**config.mk**
```make
export PLATFORM = sky130hd
export DESIGN_NAME = serial_adder
export DESIGN_NICKNAME = d
export VERILOG_FILES = /design/src/rtl/serial_adder_pkg.sv /design/src/rtl/serial_adder_fa.sv /design/src/rtl/serial_adder.sv
export SDC_FILE = /design/constraint.sdc
export NUM_CORES = 1
export LEC_CHECK = 0
export CORE_ASPECT_RATIO = 1.1
export CORE_MARGIN = 1.5
export CORE_UTILIZATION = 46
export DETAILED_ROUTE_END_ITERATION = 8
export PLACE_DENSITY = 0.74
export REMOVE_ABC_BUFFERS = 1
export SETUP_SLACK_MARGIN = 0.1
export SLEW_MARGIN = 10
export SYNTH_ARGS = -nofsm -noshare
export SYNTH_HDL_FRONTEND = slang
export SYNTH_HIERARCHICAL = 1
export SYNTH_SLANG_ARGS = --single-unit
```
**constraint.sdc**
```tcl
create_clock -name ck -period 1.4 [get_ports ck]
set_input_delay 0.35 -clock ck [delete_from_list [all_inputs] [get_ports ck]]
set_output_delay 0.35 -clock ck [all_outputs]
set_load 0.005 [all_outputs]
```
**src/rtl/serial_adder_pkg.sv**
```systemverilog
// Shared types and constants for the bit-serial adder.
// Latency: n/a (declarations only).
// Backpressure: n/a (declarations only).
package serial_adder_pkg;

  // FSM state encoding: 2 bits.
  typedef enum logic [1:0] {
    IDLE = 2'd0,
    RUN  = 2'd1,
    DONE = 2'd2
  } state_t;

  localparam int SA_W_DEFAULT = 8;

endpackage

```
**src/rtl/serial_adder_fa.sv**
```systemverilog
// Single-bit full-adder cell, purely combinational.
// Latency: 0 cycles.
// Backpressure: none.
// Ports: a, b, ci -> s (sum bit), co (carry out).
module fa (
  input  logic a,
  input  logic b,
  input  logic ci,
  output logic s,
  output logic co
);

  assign s  = a ^ b ^ ci;
  assign co = (a & b) | (ci & (a ^ b));

endmodule

```
**src/rtl/serial_adder.sv**
```systemverilog
// Bit-serial W-bit adder: one fa cell per clock, LSB first, {cout,sum} = a + b + cin.
// Latency: done pulses W cycles after the edge that accepts start; one result per W+1 cycles.
// Backpressure: start is only taken in IDLE or DONE; it is ignored while busy.
// Ports: ck, rst_n (async, active-low), start, a, b, cin in; busy, done, sum, cout out.
module serial_adder
  import serial_adder_pkg::*;
#(
  parameter int W = SA_W_DEFAULT
) (
  input  logic         ck,
  input  logic         rst_n,
  input  logic         start,
  input  logic [W-1:0] a,
  input  logic [W-1:0] b,
  input  logic         cin,
  output logic         busy,
  output logic         done,
  output logic [W-1:0] sum,
  output logic         cout
);

  localparam int                CNT_W = $clog2(W);
  localparam logic [CNT_W-1:0]  LAST  = CNT_W'(W - 1);

  state_t           state;
  logic [W-1:0]     a_sr;
  logic [W-1:0]     b_sr;
  logic [CNT_W-1:0] cnt;
  logic             fa_s;
  logic             fa_co;

  // cout is the carry flip-flop itself, so it feeds the cell between bits.
  fa u_fa (
    .a  (a_sr[0]),
    .b  (b_sr[0]),
    .ci (cout),
    .s  (fa_s),
    .co (fa_co)
  );

  always_ff @(posedge ck or negedge rst_n) begin
    if (!rst_n) begin
      state <= IDLE;
      a_sr  <= '0;
      b_sr  <= '0;
      cnt   <= '0;
      sum   <= '0;
      cout  <= 1'b0;
      busy  <= 1'b0;
      done  <= 1'b0;
    end else begin
      case (state)
        IDLE: begin
          if (start) begin
            state <= RUN;
            a_sr  <= a;
            b_sr  <= b;
            cout  <= cin;
            cnt   <= '0;
            busy  <= 1'b1;
          end
        end
        RUN: begin
          // New sum bit enters at the MSB; after W shifts bit 0 sits at the LSB.
          sum  <= {fa_s, sum[W-1:1]};
          cout <= fa_co;
          a_sr <= a_sr >> 1;
          b_sr <= b_sr >> 1;
          cnt  <= cnt + CNT_W'(1);
          if (cnt == LAST) begin
            state <= DONE;
            busy  <= 1'b0;
            done  <= 1'b1;
          end
        end
        DONE: begin
          done <= 1'b0;
          // Accepting start here keeps back-to-back throughput at W+1 cycles.
          if (start) begin
            state <= RUN;
            a_sr  <= a;
            b_sr  <= b;
            cout  <= cin;
            cnt   <= '0;
            busy  <= 1'b1;
          end else begin
            state <= IDLE;
          end
        end
        default: begin
          state <= IDLE;
          busy  <= 1'b0;
          done  <= 1'b0;
        end
      endcase
    end
  end

endmodule

```
## After elaboration in Yosys (flattened, before gate mapping)

Cells that the tools add are included.
Widths: inputs -> output; s select.

| word-level totals | value |
|---|---|
| flip-flop bits (word level) | 32 |
| bits in latches | 0 |
| bits in writable memories | 0 |
| ROM bits | 0 |
| bits of input ports | 20 |
| output and inout port bits | 11 |
| word-level logic and storage cells | 45 |
| memories kept | 0 |

| operators by class | value |
|---|---|
| $add $sub $neg | 1 |
| multipliers | 0 |
| div/mod/pow operators | 0 |
| $lt $le $gt $ge | 0 |
| equal/unequal tests | 6 |
| shift operators | 0 |
| mux-type cells | 17 |
| bitwise logic cells | 6 |
| reductions and logical operators | 7 |

Operator list:

| kind | count |
|---|---|
| $pmux 8 s2 | 2 |
| $mux 8 | 2 |
| $reduce_and 2->1 | 4 |
| $pmux 1 s2 | 3 |
| $pmux 2 s3 | 1 |
| $pmux 3 s2 | 1 |
| $mux 1 | 5 |
| $mux 2 | 2 |
| $ne 2x2->1 const B | 2 |
| $add 3x1->3 const B | 1 |
| $eq 3x3->1 const B | 1 |
| $mux 3 | 1 |
| $and 1x1->1 | 2 |
| $eq 2x1->1 const B | 1 |
| $eq 2x2->1 const B | 1 |
| $logic_not 2->1 | 1 |
| $ne 2x1->1 const B | 1 |
| $reduce_bool 2->1 | 1 |
| $reduce_or 2->1 | 1 |
| $xor 1x1->1 | 2 |
| $not 1->1 | 1 |
| $or 1x1->1 | 1 |

## Logic depth before layout (Yosys ltp)

Gate-level depths: netlist of the first run.

| logic depth | value |
|---|---|
| word-level depth | 4 |
| gate-level depth with buffers | 5 |
| mapped depth without buffers | 5 |

## Modules after synthesis

Netlist of the first run, hierarchy kept.

Modules (own cells, without submodules):

| module | instances | cells an instance | area an instance (µm²) | sequential area each (µm²) |
|---|---|---|---|---|
| serial_adder | 1 | 155 | 1602.8 | 800.8 |
| fa | 1 | 1 | 20.0 | 0.0 |

## Least setup slack after synthesis of the first run

Ideal clock, no wire load.

| timing path | value |
|---|---|
| path kind | flip-flop to flip-flop |
| start | reg cnt[0] |
| end | reg cnt[2] |
| setup time | 0.121 ns |
| arrival | 1.319 ns |
| data required time | 1.279 ns |
| path slack | -0.039 ns |
| stages on the path, launching flop included | 5 |
| path buffers | 0 |
| clock period less this slack | 1.439 ns |
| cells stage by stage | dfrtp_1 -> ha_1 -> ha_1 -> mux2_1 -> a22o_1 |

| between the ends | value |
|---|---|
| longest elaborated chain between the ends | 2 |

Ends and longest elaborated chain:

| element | RTL line | source |
|---|---|---|
| from (decl) | serial_adder.sv:28 | `logic [CNT_W-1:0] cnt;` |
| from (signal assigned) | serial_adder.sv:69 | `cnt <= cnt + CNT_W'(1);` |
| $add 3x1->3 | serial_adder.sv:69 |  |
| $pmux 3 s2 | serial_adder.sv:52 | `case (state)` |

Every way passes these cells.
A chain may end at the register's enable or synchronous reset.

## Worst setup path in the final report of the first run

Same ends and word-level chain as after synthesis.

==> out/results.ini, run 1 <==
[timing]
max_freq_mhz=715
rsz0062_at_grt=true
finClkSkew_ns=0.00478
fin_crit_sh=0.999
setup_ws_ns=0.00134
worstMarginPinSlew_ns=0.341
period_minus_slack_ns=1.40
slew_viol_final=0
slew-limit-headroom=0.773
tns_ns=0
setup_viol=0
final-hold-violation-count=0

[logic_synthesis]
ys_types=25
synth.avg_cell_area_um2=10.4
synth_edf_count=0
ys_top_cells_by_area=dfrtp_1 (49%), mux2i_1 (9.9%), a211oi_1 (6.5%)
synth_top_area_cell=dfrtp_1
synth_seq_area_share=0.493
synth_ff_type=dfrtp_1
yosysMostFrequentCell=dfrtp_1
async_reset_ff_frac=1.00
synth_common_cells=dfrtp_1 (32), nand2_1 (26), mux2i_1 (16), nor2b_1 (16), a21oi_1 (15)
yosysTopAreaCellShare=0.493
yosysWarnings=6
ys_ff_latch=32
netlist_area_mm2=0.00162
syn-instance-count=156

[clock_network]
clockBufferDepth=2
clkSlewWorstSetupHoldPaths_ns=0.10
cts_buffers=5
cts-root-buf=clkbuf_4
cts_tree=yes
cts.sinks=32
clk_latency_ns=0.33
h-tree-depth=2

[floorplan]
pin_count=31
die_w_um=59.6
die_y_um=65.3
coreArea_mm2=0.00336
floorplan.rows=22
initial_core_util=0.483
die_area_mm2=0.00389

[grt]
grt_pass1_wl_um=5330
first_global_vias=1189
antenna_found_initial=0
track_usage=0.185
grt_overflow=0
grt_max_degree=33

[critical_path]
cp_data_required_time_ns=1.63
critPathMaxFanout=2
worst-setup-path-type=reg -> reg
arrival_ns=1.63
worst_setup_path_start_kind=register
rrSetupSlack_ns=0.001
cp-end-kind=register

[drt]
wl_um=3280
wl_per_cell_um=12.9
drt_iter0_drc=27
firstDrtPassIters=4
vias=1262
ant_nets=0
drc=0
vias_per_cell=4.99

[cells_and_area]
antenna_cells=0
area_growth_pct=29.8
layout.nets=227
fin_util=0.627
fin_area_mm2=0.00211
final_layout_size_suffix_gt1_frac=0.224

[placement]
place.gp.congestion=0.734
dp_hpwl_um=2240
dpl_cell_area_mm2=0.00199
io_buffers=30
pre_cts_ws_ns=-0.243

[run_status]
outcome=completed

[power]
p_leak_uw=0.000935
vdd_drop_max_v=0.00101
power_uw=4180
pwr_density_cell_mw_per_mm2=1980

[job]
cap_violations=0

[hold_path]
holdCritPathClass=in -> async

## timing repair
item	CTS	global route
endpoints found under the setup margin	12	15
hold buffers	0	0
resized for setup	27	11
setup buffers	9	2
pin swaps	3	3
endpoints found under the hold margin	0	0
## logic make-up (layout without fill, tap and decap cells)
logic type,after synthesis,count (layout),synth area share
AOI/OAI and AO/OA,37,37,0.145
xor gates and xnor gates,1,1,0.00540
adders and majority gates,3,3,0.0278
buffers and inverters,12,61,0.0594
DFF,32,32,0.493
muxes,18,18,0.113
and+or+nand+nor,53,53,0.157
## per-layer routing
| layer | vias up | share of wire | global-route usage | wire [um] |
|---|---|---|---|---|
| met4 | 0 | 0.015 | 0.0750 | 49 |
| met5 | - | 0 | 0 | 0 |
| met2 | 29 | 0.49 | 0.313 | 1610 |
| met3 | 5 | 0.049 | 0.0413 | 159 |
| met1 | 594 | 0.45 | 0.225 | 1460 |
| li1 | 634 | - | - | - |
## final timing paths
path,cells past startpoint,start,to
setup / recovery,4,cnt[0],cnt[2]
hold / removal,2,rst_n,sum[1]
setup reg to reg,4,cnt[0],cnt[2]
hold reg to reg,2,sum[0],sum[0]
max in group asynchronous,2,rst_n,a_sr[4]
min in group ck,2,sum[0],sum[0]
## stage by stage
| step | hold WS [ns] | std cells |
|---|---|---|
| after floorplan | 0.0544 | 144 |
| after global placement | 0.460 | 234 |
| after detailed placement | 0.474 | 234 |
| after CTS | 0.371 | 251 |
| after global routing | 0.364 | 253 |
| final | 0.373 | 253 |
## registers in the layout (all words and copies together), names as in the netlist
name / flops
b_sr: 8
state: 2
done: 1
busy: 1
a_sr: 8
sum: 8
cout: 1
cnt: 3
## power breakdown
| part | switching (uW) | total, uW | leakage [uW] | internal [uW] |
|---|---|---|---|---|
| registers | 311 | 1660 | 0.000386 | 1350 |
| clock network | 319 | 558 | 0.0000380 | 239 |
| logic | 875 | 1950 | 0.000510 | 1080 |
## cell type report
cell class                      count  area [um^2]
Fill cell                         313         1250
Sequential cell                    32          801
Multi-Input combinational cell    112          754
Timing Repair Buffer               53          430
Tap cell                           48         60.1
Clock buffer                        6         51.3
Clock inverter                      2         10.0
## worst max-delay path: stages, from the launching register on
cell     delay, ns
dfrtp_1       0.43
ha_4          0.18
ha_4          0.21
mux2_4        0.26
a22o_1        0.22
## layout by cell type, fill, tap and decap left out, drive strengths merged, types with 2 or more instances in the layout
master,synthesis,final
dfrtp,32,32
nand2,26,26
buf,10,24
clkdlybuf4s50,0,19
nor2b,16,16
mux2i,16,16
clkbuf,2,16
a21oi,15,15
a211oi,14,14
nor2,5,5
o21ai,4,4
nand2b,2,2
a22o,2,2
nand3,2,2
ha,2,2
clkinv,0,2
mux2,2,2
Note: power is estimated with default switching activity, not from simulation.
==> run 2: changes to the inputs <==
--- a/config.mk
+++ b/config.mk
@@ -7,9 +7,9 @@
 export LEC_CHECK = 0
 export CORE_ASPECT_RATIO = 1.1
 export CORE_MARGIN = 1.5
-export CORE_UTILIZATION = 46
+export CORE_UTILIZATION = 30
 export DETAILED_ROUTE_END_ITERATION = 8
-export PLACE_DENSITY = 0.74
+export PLACE_DENSITY = 0.52
 export REMOVE_ABC_BUFFERS = 1
 export SETUP_SLACK_MARGIN = 0.1
 export SLEW_MARGIN = 10
==> out/results.ini, run 2 (synthesized netlist as in run 1, its figures left out) <==
[run_status]
outcome=completed

[grt]
grt_max_degree=33
grt_pass1_wl_um=5810
grt_overflow=0
track_usage=0.128
antenna_found_initial=0
first_global_vias=1264

[timing]
setup_viol=0
fin_crit_sh=0.995
slew-limit-headroom=0.853
final-hold-violation-count=0
tns_ns=0
rsz0062_at_grt=true
slew_viol_final=0
max_freq_mhz=718
worstMarginPinSlew_ns=0.221
period_minus_slack_ns=1.39
setup_ws_ns=0.00631
finClkSkew_ns=0.00325

[placement]
pre_cts_ws_ns=-0.238
place.gp.congestion=0.704
dp_hpwl_um=2330
io_buffers=30

[critical_path]
rrSetupSlack_ns=0.006
worst_setup_path_start_kind=register
worst-setup-path-type=reg -> reg
arrival_ns=1.57
cp_data_required_time_ns=1.57
reg2reg_to=cnt[2]
cp-end-kind=register
critPathMaxFanout=2
rr_worst_depth=4
r2r-start=cnt[0]

[power]
p_leak_uw=0.000971
vdd_drop_max_v=0.000755
power_uw=4420
pwr_density_cell_mw_per_mm2=1970

[cells_and_area]
fin_util=0.440
seq_area_um2=802
antenna_cells=0
layout_commonest_cell=dfrtp_1
layout_common_cells=dfrtp_1 (31), nand2_1 (26), buf_4 (24)
reg.largest.list=a_sr (8), b_sr (8), sum (8)
fillers=496
area_growth_pct=38.3
multi_input_area_um2=749
final_layout_size_suffix_gt1_frac=0.188
layout.nets=230

[floorplan]
die_area_mm2=0.00586
die_w_um=73.1
floorplan.rows=27
initial_core_util=0.318
die_y_um=80.1
pin_count=31
coreArea_mm2=0.00510

[clock_network]
h-tree-depth=2
clockBufferDepth=2
cts_hold_buf=0
cts-root-buf=clkbuf_8
clkSlewWorstSetupHoldPaths_ns=0.07
clk_latency_ns=0.28
cts_buffers=5
cts.sinks=32
cts_tree=yes

[drt]
drc=0
wl_met3_um=182
wl_met1_um=1560
vias=1314
vias_per_cell=4.69
wl_um=3420
ant_nets=0
top_layer=met4
drt_iter0_drc=33
wl_met2_um=1630
wl_per_cell_um=12.2
firstDrtPassIters=4

[job]
cap_violations=0

[hold_path]
holdCritPathClass=in -> async

## run 2: area by class of cell
type	count	area share
Clock buffer	8	0.0401
Multi-Input combinational cell	112	0.334
Sequential cell	32	0.357
Tap cell	72	0.0401
Timing Repair Buffer	56	0.229
## run 2: worst max-delay path by stage
stage                  start  endpoint
CTS                   cnt[1]    cnt[2]
finish                cnt[0]    cnt[2]
floorplan           state[0]   a_sr[1]
global route          cnt[0]    cnt[2]
global placement       start   a_sr[1]
detailed placement     start   a_sr[1]
## run 2: worst max-delay path, cell delays in order, from the launching register on
cell	delay [ns]
dfrtp_1	0.39
ha_2	0.21
ha_4	0.21
mux2_4	0.27
a22o_1	0.20
## run 2: per-stage QoR
stage | area, um^2 | cells | hold WS [ns]
floorplan | 1530 | 144 | 0.0544
global placement | 2040 | 259 | 0.461
detailed placement | 2040 | 259 | 0.484
CTS | 2200 | 276 | 0.449
global route | 2240 | 280 | 0.450
finish | 2240 | 280 | 0.444
## run 2: timing repair
action / 4_1_cts / 5_1_grt
endpoints found under the hold margin: 0 / 0
setup endpoints to repair: 20 / 17
gates resized for setup: 17 / 7
setup buffers: 9 / 4
pin swaps: 2 / 2
## run 2: per-layer routing
metal	up-vias	global-route usage
met2	32	0.214
met5	-	0
met1	638	0.152
met3	5	0.0414
met4	0	0.0472
li1	639	-
## run 2: report_power, final
part | internal [uW] | switching [uW] | leakage [uW]
Clock | 401 | 335 | 0.0000455
Combinational | 1160 | 860 | 0.000541
Sequential | 1360 | 310 | 0.000385
==> run 3: changes to the inputs <==
--- a/config.mk
+++ b/config.mk
@@ -6,7 +6,7 @@
 export NUM_CORES = 1
 export LEC_CHECK = 0
 export CORE_ASPECT_RATIO = 1.1
-export CORE_MARGIN = 1.5
+export CORE_MARGIN = 1
 export CORE_UTILIZATION = 30
 export DETAILED_ROUTE_END_ITERATION = 8
 export PLACE_DENSITY = 0.52
==> out/results.ini, run 3 (synthesized netlist as in run 1, its figures left out) <==
[run_status]
outcome=completed

[placement]
place.gp.congestion=0.727
io_buffers=30
dp_hpwl_um=2340
dpl_cell_area_mm2=0.00204

[critical_path]
worst-setup-path-type=reg -> reg
arrival_ns=1.56
cp_data_required_time_ns=1.57
rrSetupSlack_ns=0.003
critPathMaxFanout=2
worst_setup_path_start_kind=register
reg2reg_to=cnt[2]
cp-end-kind=register
rr_worst_depth=4
r2r-start=cnt[0]

[power]
power_uw=4370
p_leak_uw=0.000976
net-switching-power_uw=1500
clkPwrFrac=0.168
pwr-share-comb=0.456
intPower_uw=2880
vdd_drop_max_v=0.000759
switching_share=0.342
seqPwrFrac=0.376
pwr_density_cell_mw_per_mm2=1960

[floorplan]
die_area_mm2=0.00571
floorplan.rows=27
die_y_um=79.1
pin_count=31
coreArea_mm2=0.00510
die_w_um=72.1
initial_core_util=0.318

[cells_and_area]
layout.nets=229
fin_util=0.438
layout_common_cells=dfrtp_1 (32), nand2_1 (26), buf_4 (23)
fin_area_mm2=0.00223
reg.largest.list=a_sr (8), b_sr (8), sum (8)
antenna_cells=0
area_growth_pct=37.7
layout_commonest_cell=dfrtp_1
final_layout_size_suffix_gt1_frac=0.184

[grt]
top_usage_layer=met2
met1_usage=0.156
use_met3=0.0393
use_met2=0.223
grt_overflow=0
grt_pass1_wl_um=5770
first_global_vias=1269
grt_max_degree=33
antenna_found_initial=0
track_usage=0.131

[timing]
setup_viol=0
rsz0062_at_grt=true
finClkSkew_ns=0.00731
slew_viol_final=0
final-hold-violation-count=0
slew-limit-headroom=0.823
period_minus_slack_ns=1.40
tns_ns=0
fin_crit_sh=0.998
max_freq_mhz=716
worstMarginPinSlew_ns=0.266

[drt]
drt_iter0_drc=36
firstDrtPassIters=4
ant_nets=0
wl_per_cell_um=12.0
wl_um=3350
vias=1295
vias_per_cell=4.64
drc=0

[clock_network]
cts-root-buf=clkbuf_8
cts.sinks=32
clkSlewWorstSetupHoldPaths_ns=0.07
clk_latency_ns=0.28
clockBufferDepth=2
cts_buffers=5
h-tree-depth=2
cts_tree=yes

[job]
cap_violations=0

[hold_path]
holdCritPathClass=in -> async

-- run 3: how the worst max path moves through the flow --
stage	from	to	slack [ns]	cells past startpoint
final	cnt[0]	cnt[2]	0.003	4
after global placement	start	a_sr[1]	-0.21	4
after detailed placement	start	a_sr[6]	-0.29	5
after global routing	cnt[0]	cnt[2]	-0.02	4
after floorplan	state[0]	a_sr[1]	-0.54	3
after CTS	cnt[0]	cnt[2]	0.02	4
-- run 3: critical path, stage by stage, from the launching register on --
cell and delay [ns]:
dfrtp_1 0.41, ha_2 0.20, ha_4 0.21, mux2_4 0.26
a22o_1 0.20
-- run 3: what timing repair did --
action                                  CTS  global route
buffers inserted                         11             1
endpoints found under the setup margin   26            14
pin swaps                                 2             0
resized for setup                        15             6
hold buffers                              0             0
-- run 3: area by class of cell --
cell class | count | area [um^2]
fill | 506 | 2870
clock inverter | 2 | 10.0
multi-input combinational | 112 | 747
timing repair buffer | 55 | 504
tap | 72 | 90.1
clock buffer | 6 | 82.6
sequential | 32 | 801
-- run 3: routing by layer --
layer  share of wire  up-vias  routed length [um]
li1                -      637                   -
met1            0.45      619                1510
met2            0.49       32                1650
met3           0.045        7                 152
met4           0.012        0                  41
met5               0        -                   0
-- run 3: through the flow --
stage	worst slack (ns)	cells	hold WS [ns]
final	0.00260	279	0.438
after global routing	-0.0215	279	0.452
after CTS	0.0174	278	0.436
after detailed placement	-0.292	259	0.467
after global placement	-0.210	259	0.460
after floorplan	-0.539	144	0.0544
-- run 3: power groups by stage --
stage / sequential, uW / clock, uW / combinational, uW
after floorplan: 1750 / 0 / 917
after global placement: 1670 / 0 / 1710
after detailed placement: 1700 / 0 / 1780
after CTS: 1640 / 767 / 1970
after global routing: 1700 / 811 / 2250
final: 1640 / 733 / 2000
